<file path="src/rtl/lsu_pkg.sv">
// Shared types and constants for the load/store unit.
// Latency: none (declarations only).
// Backpressure: n/a.
package lsu_pkg;

  typedef enum logic [1:0] {
    ST_IDLE    = 2'd0,
    ST_ACCESS  = 2'd1,
    ST_WAIT_RD = 2'd2,
    ST_RESP    = 2'd3
  } lsu_state_e;

  localparam logic [2:0] F3_B  = 3'b000;
  localparam logic [2:0] F3_H  = 3'b001;
  localparam logic [2:0] F3_W  = 3'b010;
  localparam logic [2:0] F3_BU = 3'b100;
  localparam logic [2:0] F3_HU = 3'b101;

  localparam logic [2:0] SZ_BYTE = 3'b000;
  localparam logic [2:0] SZ_HALF = 3'b001;
  localparam logic [2:0] SZ_WORD = 3'b010;

  // Width codes with no meaning, or an unsigned variant on a store.
  function automatic logic f3_illegal(input logic [2:0] f3, input logic we);
    return (f3 == 3'b011) || (f3[2:1] == 2'b11) || (we && f3[2]);
  endfunction

endpackage

</file>
<file path="src/rtl/lsu_load_ext.sv">
// Sign/zero extension of the lane-selected memory read data.
// Latency: purely combinational.
// Backpressure: none.
module lsu_load_ext
  import lsu_pkg::*;
(
  input  logic [2:0]  funct3,
  input  logic [31:0] rdata,
  output logic [31:0] ext_data
);

  // Extend according to the load width; words pass straight through.
  always_comb begin
    ext_data = rdata;
    case (funct3)
      F3_B:    ext_data = {{24{rdata[7]}}, rdata[7:0]};
      F3_H:    ext_data = {{16{rdata[15]}}, rdata[15:0]};
      F3_BU:   ext_data = {24'b0, rdata[7:0]};
      F3_HU:   ext_data = {16'b0, rdata[15:0]};
      default: ext_data = rdata;
    endcase
  end

endmodule

</file>
<file path="src/rtl/load_store_unit.sv">
// Single-outstanding load/store unit in front of a word-organised data memory.
// Latency: load response 3 cycles after accept, store 2, fault/misaligned 1.
// Backpressure: req_ready only in IDLE; responses are a one-cycle pulse, no stall.
module load_store_unit
  import lsu_pkg::*;
#(
  parameter int unsigned MEM_WORDS = 8001
) (
  input  logic        clk,
  input  logic        resetn,
  input  logic        req_valid,
  output logic        req_ready,
  input  logic        req_we,
  input  logic [2:0]  req_funct3,
  input  logic [31:0] req_addr,
  input  logic [31:0] req_wdata,
  output logic        rsp_valid,
  output logic [31:0] rsp_rdata,
  output logic        rsp_misaligned,
  output logic        rsp_fault,
  output logic        MemRead,
  output logic        MemWrite,
  output logic [2:0]  MemSize,
  output logic [31:0] A_Ram,
  output logic [31:0] WriteData,
  input  logic [31:0] ReadData
);

  lsu_state_e  state_q, state_d;
  logic        ready_q;
  logic        we_q;
  logic [2:0]  f3_q;
  logic [31:0] addr_q;
  logic [31:0] wdata_q;
  logic        mis_q;
  logic        flt_q;
  logic [31:0] rdata_q;
  logic [31:0] ext_data;

  logic accept;
  logic req_illegal;
  logic req_mis;
  logic req_oor;
  logic req_flt;
  logic bus_active;

  // Accept-time classification; illegal code masks misalignment, which masks range.
  always_comb begin
    accept      = (state_q == ST_IDLE) && ready_q && req_valid;
    req_illegal = f3_illegal(req_funct3, req_we);
    req_mis     = !req_illegal &&
                  (((req_funct3[1:0] == 2'b01) && req_addr[0]) ||
                   ((req_funct3[1:0] == 2'b10) && (req_addr[1:0] != 2'b00)));
    req_oor     = {2'b00, req_addr[31:2]} >= MEM_WORDS;
    req_flt     = req_illegal || (!req_mis && req_oor);
  end

  // State register; ready_q keeps req_ready low until the first edge out of reset.
  always_ff @(posedge clk or negedge resetn) begin
    if (!resetn) begin
      state_q <= ST_IDLE;
      ready_q <= 1'b0;
    end else begin
      state_q <= state_d;
      ready_q <= 1'b1;
    end
  end

  // Next-state: rejected requests skip the memory entirely.
  always_comb begin
    state_d = state_q;
    case (state_q)
      ST_IDLE:    if (accept) state_d = (req_mis || req_flt) ? ST_RESP : ST_ACCESS;
      ST_ACCESS:  state_d = we_q ? ST_RESP : ST_WAIT_RD;
      ST_WAIT_RD: state_d = ST_RESP;
      ST_RESP:    state_d = ST_IDLE;
      default:    state_d = ST_IDLE;
    endcase
  end

  // Request capture at accept, load data capture at the end of WAIT_RD.
  always_ff @(posedge clk or negedge resetn) begin
    if (!resetn) begin
      we_q    <= 1'b0;
      f3_q    <= 3'b000;
      addr_q  <= 32'h0;
      wdata_q <= 32'h0;
      mis_q   <= 1'b0;
      flt_q   <= 1'b0;
      rdata_q <= 32'h0;
    end else if (accept) begin
      we_q    <= req_we;
      f3_q    <= req_funct3;
      addr_q  <= req_addr;
      wdata_q <= req_wdata;
      mis_q   <= req_mis;
      flt_q   <= req_flt;
      rdata_q <= 32'h0;
    end else if (state_q == ST_WAIT_RD) begin
      rdata_q <= ext_data;
    end
  end

  lsu_load_ext u_load_ext (
    .funct3   (f3_q),
    .rdata    (ReadData),
    .ext_data (ext_data)
  );

  // Outputs decoded from registered state; the memory bus is held from ACCESS through WAIT_RD.
  always_comb begin
    bus_active     = (state_q == ST_ACCESS) || (state_q == ST_WAIT_RD);
    req_ready      = (state_q == ST_IDLE) && ready_q;
    rsp_valid      = (state_q == ST_RESP);
    rsp_rdata      = rsp_valid ? rdata_q : 32'h0;
    rsp_misaligned = rsp_valid && mis_q;
    rsp_fault      = rsp_valid && flt_q;
    MemRead        = (state_q == ST_ACCESS) && !we_q;
    MemWrite       = (state_q == ST_ACCESS) && we_q;
    MemSize        = 3'b000;
    A_Ram          = 32'h0;
    WriteData      = 32'h0;
    if (bus_active) begin
      case (f3_q[1:0])
        2'b00: begin
          MemSize   = SZ_BYTE;
          A_Ram     = addr_q;
          WriteData = {24'b0, wdata_q[7:0]};
        end
        2'b01: begin
          // Memory picks the half-word by bit 0, so move addr[1] down there.
          MemSize   = SZ_HALF;
          A_Ram     = {addr_q[31:2], 1'b0, addr_q[1]};
          WriteData = {16'b0, wdata_q[15:0]};
        end
        default: begin
          MemSize   = SZ_WORD;
          A_Ram     = addr_q;
          WriteData = wdata_q;
        end
      endcase
    end
  end

endmodule

</file>
<file path="config.mk">
export PLATFORM = sky130hd
export DESIGN_NAME = load_store_unit
export DESIGN_NICKNAME = d
export VERILOG_FILES = /design/src/rtl/lsu_pkg.sv /design/src/rtl/lsu_load_ext.sv /design/src/rtl/load_store_unit.sv
export SDC_FILE = /design/constraint.sdc
export NUM_CORES = 1
export LEC_CHECK = 0
export CAP_MARGIN = 15
export CORE_ASPECT_RATIO = 1.75
export CORE_UTILIZATION = 46
export CTS_CLUSTER_SIZE = 14
export DETAILED_ROUTE_END_ITERATION = 8
export GPL_TIMING_DRIVEN = 1
export PLACE_DENSITY = 0.85
export SKIP_CTS_REPAIR_TIMING = 1
export SYNTH_ARGS = -nofsm -noshare
export SYNTH_HDL_FRONTEND = slang
export SYNTH_SLANG_ARGS = --single-unit
export TNS_END_PERCENT = 100
</file>
<file path="constraint.sdc">
create_clock -name clk -period 2.9 [get_ports clk]
set_input_delay 0.29 -clock clk [delete_from_list [all_inputs] [get_ports clk]]
set_output_delay 0.29 -clock clk [all_outputs]
set_load 0.01 [all_outputs]
</file>
Word-level counts from Yosys, hierarchy flattened

Cells that the tools add are included.

Multiplexer cells: 14
Eq/ne operators: 12
Reduce and logical (&&, ||, !) cells: 25
Magnitude comparators: 1

Operators by type and width:

| kind                 | count |
|---|---|
| $mux 32              | 5 |
| $pmux 32 s4          | 1 |
| $pmux 32 s2          | 1 |
| $ge 30x13->1 const B | 1 |
| $logic_and 1x1->1    | 11 |
| $eq 2x2->1 const B   | 4 |
| $mux 2               | 4 |
| $pmux 2 s4           | 1 |
| $eq 2x1->1 const B   | 3 |
| $eq 3x3->1 const B   | 2 |
| $logic_or 1x1->1     | 6 |
| $logic_not 2->1      | 2 |
| $pmux 2 s2           | 1 |
| $reduce_bool 2->1    | 2 |
| $eq 3x1->1 const B   | 1 |
| $eq 3x2->1 const B   | 1 |
| $logic_not 1->1      | 3 |
| $logic_not 3->1      | 1 |
| $ne 2x2->1 const B   | 1 |
| $mux 1               | 1 |

Register bits after elaboration: 105
Logic and storage cells: 61
Input bits: 103
Output and inout port bits: 105

Longest topological paths before layout

Gate-level depths: netlist of the first run.

Word-level depth: 12
Gate-level depth with buffers: 8
Gate-level depth less buffers: 7

Modules after synthesis

Synthesis of the first run repeated with hierarchy kept, for this count alone.

Cells, all modules: 624
Area total of the unflattened synthesis: 5261.3 µm²

Modules (own cells, without submodules):

| module          | seq. area each (µm²) | instances | cells each | area each (µm²) |
|---|---|---|---|---|
| load_store_unit | 2627.5               | 1         | 557        | 4906.0 |
| lsu_load_ext    | 0.0                  | 1         | 67         | 355.3 |

Worst setup path before layout of the first run

Ideal clock, no wire load.

Kind: reg-to-output
Start point: register state_q[1]
End point: output A_Ram[0]
Stages on the path, launching flop included: 7
Data required time: 2.610 ns
Slack: 1.175 ns
Path buffers: 2
Arrival time: 1.435 ns
Cells stage by stage: dfrtp_1 -> inv_1 -> ha_1 -> clkbuf_1 -> clkbuf_1 -> inv_1 -> nor2_1

Cells in the longest elaborated chain, start to end: 3
Elaborated cells on any way between the ends: 4
Those cells by class: eq/ne (2); mux (1); reduce/logical (1)

RTL lines:

| element                                         | RTL line               | source |
|---|---|---|
| start: declaration                              | load_store_unit.sv:29  | `lsu_state_e state_q, state_d;` |
| start signal: assignment                        | load_store_unit.sv:64  | `state_q <= state_d;` |
| $eq 2x1->1 / $eq 2x2->1 (equally long branches) | load_store_unit.sv:112 | `bus_active = (state_q == ST_ACCESS) \|\| (state_q == ST_WAIT_RD);` |
| $logic_or 1x1->1 *                              | load_store_unit.sv:112 |  |
| $mux 32 *                                       | load_store_unit.sv:123 | `if (bus_active) begin` |
| end: declaration                                | load_store_unit.sv:24  | `output logic [31:0] A_Ram,` |

Mark *: on every way between the ends. The rest lies on a longest branch, timed or not.

Worst setup path after layout of the first run

Same ends and word-level chain as after synthesis.

==> results of run 1 <==
## worst max-delay path by stage
stage / start / to / slack (ns)
finish: state_q[1] / A_Ram[0] / 0.27
global route: state_q[1] / MemSize[0] / 0.18
CTS: state_q[1] / A_Ram[0] / 0.26
detailed placement: state_q[0] / A_Ram[0] / 0.65
global placement: state_q[1] / A_Ram[0] / 0.70
floorplan: state_q[1] / A_Ram[0] / 1.18
## registers in the layout, indices dropped and copies added, names as in the netlist
| signal | flops |
|---|---|
| we_q | 1 |
| ready_q | 1 |
| rdata_q | 32 |
| f3_q | 3 |
| mis_q | 1 |
| state_q | 2 |
| addr_q | 32 |
| wdata_q | 32 |
| flt_q | 1 |
## cell usage after synthesis, types with 2 or more instances
| master | count | area, sq um |
|---|---|---|
| sky130_fd_sc_hd__a21o_1 | 2 | 15.0 |
| sky130_fd_sc_hd__a21oi_1 | 9 | 45.0 |
| sky130_fd_sc_hd__a22o_1 | 16 | 140 |
| sky130_fd_sc_hd__and2_1 | 75 | 469 |
| sky130_fd_sc_hd__and3_1 | 26 | 163 |
| sky130_fd_sc_hd__buf_2 | 9 | 45.0 |
| sky130_fd_sc_hd__clkbuf_1 | 26 | 97.6 |
| sky130_fd_sc_hd__conb_1 | 2 | 7.51 |
| sky130_fd_sc_hd__dfrtp_1 | 105 | 2630 |
| sky130_fd_sc_hd__ha_1 | 5 | 62.6 |
| sky130_fd_sc_hd__inv_1 | 4 | 15.0 |
| sky130_fd_sc_hd__mux2i_1 | 10 | 100 |
| sky130_fd_sc_hd__nand2_1 | 216 | 811 |
| sky130_fd_sc_hd__nand2b_1 | 17 | 106 |
| sky130_fd_sc_hd__nand3_1 | 2 | 10.0 |
| sky130_fd_sc_hd__nor2_1 | 17 | 63.8 |
| sky130_fd_sc_hd__nor3_1 | 2 | 10.0 |
| sky130_fd_sc_hd__nor4_1 | 3 | 18.8 |
| sky130_fd_sc_hd__o21ai_0 | 11 | 55.1 |
| sky130_fd_sc_hd__or4_1 | 2 | 15.0 |
## critical path, cell delays in order, from the launching register on
cell and delay (ns):
sky130_fd_sc_hd__dfrtp_1 0.41, sky130_fd_sc_hd__inv_1 0.10, sky130_fd_sc_hd__ha_1 0.31, sky130_fd_sc_hd__buf_4 0.30, sky130_fd_sc_hd__inv_1 0.10, sky130_fd_sc_hd__nor2_1 0.20
sky130_fd_sc_hd__clkdlybuf4s50_1 0.58
## power by group through the flow
stage               registers (mW)  clock network, mW  logic [mW]
finish                        2.53               1.18        3.92
global route                  2.60               1.26        4.28
CTS                           2.52               1.20        3.95
detailed placement            2.55                  0        3.91
global placement              2.50                  0        3.82
floorplan                     2.41                  0        2.11
## layer usage
metal	track usage	share of wire	up-vias
li1	-	-	2194
met1	0.293	0.37	2236
met2	0.458	0.53	181
met3	0.0557	0.057	40
met4	0.135	0.042	0
met5	0	0	-
## area by class of cell
class / instances / area (sq um) / share of cell area
multi-input cells: 427 / 2190 / 0.295
clock buffers: 10 / 239 / 0.0322
repair buffers: 215 / 2140 / 0.288
clock inverters: 4 / 45.0 / 0.00607
flip-flops and latches: 105 / 2630 / 0.354
inverters: 4 / 15.0 / 0.00202
well taps: 130 / 163 / 0.0219
## logic make-up (layout without fill, tap and decap cells)
kind of cell    after synthesis  count (layout)
compound gates               44              44
mux                          10              10
other cells                   2               2
fa+ha+maj                     5               5
simple gates                366             366
flops                       105             105
buf+inv                      41             233
## stage by stage
stage / util / power, mW / instances
after global routing: 0.698 / 8.14 / 895
after detailed placement: 0.671 / 6.46 / 881
final: 0.698 / 7.62 / 895
after floorplan: - / 4.52 / 573
after global placement: 0.671 / 6.33 / 881
after CTS: 0.698 / 7.68 / 895
==> metrics.md, run 1 <==
| Metric | Value |
|---|---|
| Count of unresolved DRC violations after routing | `0` |
| Post-route minimum period | `~2.6 ns` |
| Required @ worst endpoint | `between 2 and 3 ns` |
| Category of the worst setup path launch point | `flip-flop` |
| Kind of critical path | `reg -> out` |
| R2R Path Start | `state_q[0]` |
| Net switching power | `about 2.8 mW` |
| Mux share of post-synthesis cell area | `0.0201` |
| Post-Synth Adder-Cell Area | `0.0125` |
| Maxcap violations | `0` |
| Setup total negative slack | `0 ns` |
| Part of the Yosys area used for sequential elements | `0.527` |
| Chip Width | `~80 microns` |
| Worst-skew pair later-pin latency | `between 0.3 and 0.4 ns` |
| Clock tree from TritonCTS | `built` |
| Compound-Gate Fraction of Synth Area | `0.0615` |
| Layout overhead on the synthesized area | `48.8%` |
| Worst Hold Class | `in -> async` |
| Outcome | `finished with violations` |
| Part of the total power dissipated in the clock network | `0.154` |
| Area after detailed placement | `7140 sq um` |
| Worst reg2reg path depth | `6` |
| Mean instance size in the synthesized netlist | `8.70 sq um` |
| Inserted Clock Buffers | `9` |
| Initial standard-cell utilization of the core | `0.469` |
| Unrepaired setup endpoints after global routing | `no` |
| Post-synthesis register bit count | `about 110` |
| Final routed wirelength across all metal layers | `around 14000 microns` |
| Register-to-register setup slack | `about 0.69 ns` |
| Vias per std cell | `about 5.2` |
| Vert. Die Dim | `between 100 and 150 microns` |
| Detailed-placement wirelength estimate | `about 10000 microns` |
| Total iterations of the first detailed-routing run | `5` |
| Violated checks | `hold timing` |
| Fraction of registers with async set or reset after synthesis | `1.00` |
| GRT Total Usage | `0.263` |
| Pin count of the biggest net entering global routing | `between 70 and 80` |
| Filler cell count in the final layout | `between 800 and 900` |
| Total grt overflow | `0` |
| Nets in the synthesized netlist | `approximately 680` |
| Clock slew at the register clock pins of the worst setup and hold paths | `roughly 0.07 ns` |
| Max-slew headroom at the worst pin | `0.294` |
| Number of hold violations in the final report | `47` |
| Logic gate share of total power | `0.514` |
| Total setup violations reported at the end of the flow | `0` |
| Core Rows | `50` |
| Most used flip-flop cell after synthesis | `sky130_fd_sc_hd__dfrtp_1` |
| Critical path peak fanout | `35` |
| Routed Antenna Nets | `0` |
| Total I/O pin count | `208` |
| Clock root buffer | `sky130_fd_sc_hd__clkbuf_16` |
| Clock Sink Count | `105` |
| Total standard cell area after synthesis | `between 4000 and 5000 sq um` |
| Fin Clk Skew | `between 0.005 and 0.006 ns` |
| Antenna violations before repair | `0` |
| Number of flops mapped to enable cells by yosys | `0` |
| Fin crit share | `0.906` |
| Final weighted congestion in routability-driven placement | `between 0.8 and 0.9` |
| Layout net count | `slightly below 900` |
| Net Sw Frac | `0.362` |
| Number of antenna diodes | `0` |
| Number of global-route vias before repair | `about 4.6k` |
| Pin slew with the least headroom to its limit | `approximately 1.1 ns` |
| Internal portion of total power | `about 4.9 mW` |
| Number of distinct standard cells referenced by the synthesized netlist | `34` |
| Maximum vdd drop | `about 560 uV` |
| Pwr/cell area | `between 1000 and 1500 nW/um^2` |
| Core footprint | `approximately 11000 sq um` |
| Number of cells produced by synthesis | `about 570` |
| Worst-case setup slack after placement | `0.654 ns` |
| Avg WL per Cell | `between 15 and 20 microns` |
| # port buffers | `between 200 and 250` |
| Final slew viol count | `0` |
| Post-Layout Inst Area | `approximately 7400 sq um` |
| Share of power burned in registers | `0.332` |
| Share of final-layout standard cells stronger than drive strength 1 | `0.0366` |
| Highest attainable clock frequency | `around 0.38 GHz` |
| Via count | `between 4k and 5k` |
| Worst hold slack | `-0.0350 ns` |
| Most common cell after layout, fill and taps aside | `sky130_fd_sc_hd__nand2_1` |
| Share of the synthesized netlist area taken by xor and xnor gates | `0` |
| Element type at the critical path end | `primary output` |
| Simple-gate portion of the synthesized area | `0.344` |
| Minimum setup slack in the final design | `0.272 ns` |
| Max clock buf depth | `2` |
| Combinational family with the most area after synthesis | `simple AND/OR/NAND/NOR gates` |
| Leakage power | `roughly 3.5 nW` |
| Initial drt markers | `between 200 and 300` |
| DIE AREA | `11300 sq um` |
| Worst R2R End | `rdata_q[26]` |
| CTS H-Tree Depth | `3` |
| Most frequent cells in the layout | `sky130_fd_sc_hd__nand2_1, sky130_fd_sc_hd__clkdlybuf4s50_1, sky130_fd_sc_hd__dfrtp_1` |
| Data arrival at the endpoint of the critical path | `around 2.3 ns` |
| Wire length of the first global-routing pass | `22400 microns` |
| Synthesis warning total | `0` |
Note: power is estimated with default switching activity, not from simulation.
==> inputs of run 2 (changes only) <==
--- a/config.mk
+++ b/config.mk
@@ -7,12 +7,12 @@
 export LEC_CHECK = 0
 export CAP_MARGIN = 15
 export CORE_ASPECT_RATIO = 1.75
-export CORE_UTILIZATION = 46
+export CORE_UTILIZATION = 25
 export CTS_CLUSTER_SIZE = 14
 export DETAILED_ROUTE_END_ITERATION = 8
 export GPL_TIMING_DRIVEN = 1
-export PLACE_DENSITY = 0.85
 export SKIP_CTS_REPAIR_TIMING = 1
+export SKIP_LAST_GASP = 1
 export SYNTH_ARGS = -nofsm -noshare
 export SYNTH_HDL_FRONTEND = slang
 export SYNTH_SLANG_ARGS = --single-unit
==> metrics.md, run 2 (same netlist as run 1, synthesis figures left out) <==
| Metric | Value |
|---|---|
| Via count | `4431 (was 4651)` |
| Layout overhead on the synthesized area | `52.9% (was 48.8%)` |
| Routed Antenna Nets | `0 (unchanged)` |
| Clock tree from TritonCTS | `built (unchanged)` |
| Stage delay of the slowest cell on the critical path | `0.55 ns (was 0.58 ns)` |
| Detailed-placement wirelength estimate | `11100 microns (was 10300 microns)` |
| Most frequent cells in the layout | `sky130_fd_sc_hd__nand2_1, sky130_fd_sc_hd__clkdlybuf4s50_1, sky130_fd_sc_hd__dfrtp_1 (unchanged)` |
| Worst Hold Class | `in -> async (unchanged)` |
| Kind of critical path | `reg -> out (unchanged)` |
| Vert. Die Dim | `189 microns (was 140 microns)` |
| Wire length of the first global-routing pass | `24600 microns (was 22400 microns)` |
| Maximum vdd drop | `618 uV (was 561 uV)` |
| Total power after layout | `7.77 mW (was 7.62 mW)` |
| Area after detailed placement | `7310 sq um (was 7140 sq um)` |
| Share of final-layout standard cells stronger than drive strength 1 | `0.0403 (was 0.0366)` |
| Highest attainable clock frequency | `0.397 GHz (was 0.381 GHz)` |
| Outcome | `finished, final reports clean (was finished with violations)` |
| Pin slew with the least headroom to its limit | `0.545 ns (was 1.05 ns)` |
| Clock root buffer | `sky130_fd_sc_hd__clkbuf_16 (unchanged)` |
| Max-slew headroom at the worst pin | `0.637 (was 0.294)` |
| Total I/O pin count | `208 (unchanged)` |
| Pwr/cell area | `1020 nW/um^2 (was 1030 nW/um^2)` |
| Clock slew at the register clock pins of the worst setup and hold paths | `0.08 ns (was 0.07 ns)` |
| Worst-skew pair later-pin latency | `0.34 ns (about the same)` |
| Largest registers | `addr_q: 32 flops, rdata_q: 32 flops, wdata_q: 32 flops (unchanged)` |
| Slowest cell on the critical path | `sky130_fd_sc_hd__clkdlybuf4s50_1 (unchanged)` |
| Worst reg2reg path depth | `6 (unchanged)` |
| Crit path max-delay family | `buffers and inverters (unchanged)` |
| Total setup violations reported at the end of the flow | `0 (unchanged)` |
| Final slew viol count | `0 (unchanged)` |
| Worst R2R End | `rdata_q[16] (was rdata_q[26])` |
| # port buffers | `206 (unchanged)` |
| Pin count of the biggest net entering global routing | `67 (was 78)` |
| Register-to-register setup slack | `0.80 ns (was 0.69 ns)` |
| Setup total negative slack | `0 ns (unchanged)` |
| Element type at the critical path end | `primary output (unchanged)` |
| Unrepaired setup endpoints after global routing | `no (unchanged)` |
| Antenna violations before repair | `0 (unchanged)` |
| Post-Layout Inst Area | `7620 sq um (was 7420 sq um)` |
| Layout net count | `873 (was 870)` |
| Max clock buf depth | `2 (unchanged)` |
| Core Rows | `68 (was 50)` |
| Initial drt markers | `203 (was 263)` |
| Buffers plus inverters on the worst setup path | `3 (was 4)` |
| Required @ worst endpoint | `2.61 ns (about the same)` |
| Final routed wirelength across all metal layers | `15700 microns (was 14200 microns)` |
| Data arrival at the endpoint of the critical path | `2.23 ns (was 2.34 ns)` |
| R2R Path Start | `state_q[1] (was state_q[0])` |
| Total iterations of the first detailed-routing run | `4 (was 5)` |
| Fin Clk Skew | `0.00772 ns (was 0.00522 ns)` |
| Post-route minimum period | `2.52 ns (was 2.63 ns)` |
| Ordered cell list for the critical path | `inv_1, ha_1, buf_12, and3_1, clkdlybuf4s50_1 (was inv_1, ha_1, buf_4, inv_1, nor2_1, clkdlybuf4s50_1)` |
| Category of the worst setup path launch point | `flip-flop (unchanged)` |
| Chip Width | `109 microns (was 80.7 microns)` |
| Count of unresolved DRC violations after routing | `0 (unchanged)` |
| Total grt overflow | `0 (unchanged)` |
| Leakage power | `3.55 nW (was 3.53 nW)` |
| Most common cell after layout, fill and taps aside | `sky130_fd_sc_hd__nand2_1 (unchanged)` |
| Number of antenna diodes | `0 (unchanged)` |
| Fin crit share | `0.868 (was 0.906)` |
| Final weighted congestion in routability-driven placement | `0.778 (was 0.878)` |
| Inserted Clock Buffers | `9 (unchanged)` |
| Number of global-route vias before repair | `4431 (was 4634)` |
| Core footprint | `19700 sq um (was 10600 sq um)` |
| Clock Sink Count | `105 (unchanged)` |
| Maxcap violations | `0 (unchanged)` |
| Vias per std cell | `4.37 (was 5.20)` |
| GRT Total Usage | `0.158 (was 0.263)` |
| CTS H-Tree Depth | `3 (unchanged)` |
| DIE AREA | `20500 sq um (was 11300 sq um)` |
| Critical path peak fanout | `66 (was 35)` |
| Initial standard-cell utilization of the core | `0.254 (was 0.469)` |
| End-of-flow core utilization | `0.388 (was 0.698)` |
| Number of hold violations in the final report | `0 (was 47)` |
| Avg WL per Cell | `15.5 microns (was 15.9 microns)` |
run 2: cell count changes in the layout (fill, tap and decap cells not counted):
cell / delta
sky130_fd_sc_hd__clkinv_2: -3
sky130_fd_sc_hd__clkinvlp_4: +2
sky130_fd_sc_hd__inv_6: +2
sky130_fd_sc_hd__buf_12: +1
sky130_fd_sc_hd__buf_4: +1
sky130_fd_sc_hd__clkbuf_1: +1
sky130_fd_sc_hd__dlygate4sd3_1: +1
run 2: final cells by class:
cell class	count	area [sq um]
clock buffers	11	243
clock inverters	5	62.6
fillers	2004	12000
inverters	4	15.0
multi-input cells	427	2190
flip-flops and latches	105	2630
well taps	245	307
repair buffers	218	2180
run 2: routing by layer:
layer / wire (microns) / track usage
met1: 6260 / 0.191
met2: 8100 / 0.264
met3: 673 / 0.0284
met4: 669 / 0.0800
met5: 0 / 0
run 2: worst reg2reg max path, stage by stage (launching register included):
cell and delay [ns]:
sky130_fd_sc_hd__dfrtp_1 0.40, sky130_fd_sc_hd__inv_1 0.10, sky130_fd_sc_hd__ha_1 0.23, sky130_fd_sc_hd__and2_1 0.19
sky130_fd_sc_hd__nand2_2 0.34, sky130_fd_sc_hd__o211a_1 0.59, sky130_fd_sc_hd__a22o_1 0.21
run 2: per-stage QoR:
step / hold slack, ns / setup slack (ns) / cells
after floorplan: -0.00559 / 1.18 / 573
after global placement: 0.292 / 0.743 / 998
after detailed placement: 0.291 / 0.738 / 998
after CTS: -0.0887 / 0.359 / 1014
after global routing: 0.462 / 0.229 / 1015
final: 0.443 / 0.382 / 1015
run 2: worst max path at each step:
stage / from / cells past startpoint / endpoint
detailed placement: state_q[1] / 5 / WriteData[26]
CTS: state_q[1] / 5 / WriteData[26]
global route: state_q[1] / 6 / MemSize[0]
global placement: state_q[1] / 5 / WriteData[26]
floorplan: state_q[1] / 6 / A_Ram[0]
finish: state_q[1] / 5 / WriteData[29]
run 2: report_power, final:
part	internal, mW	leakage (nW)	switching, mW
registers	2.15	1.30	0.336
clock network	0.702	0.143	0.578
logic	2.06	2.11	1.95
total	4.91	3.55	2.86
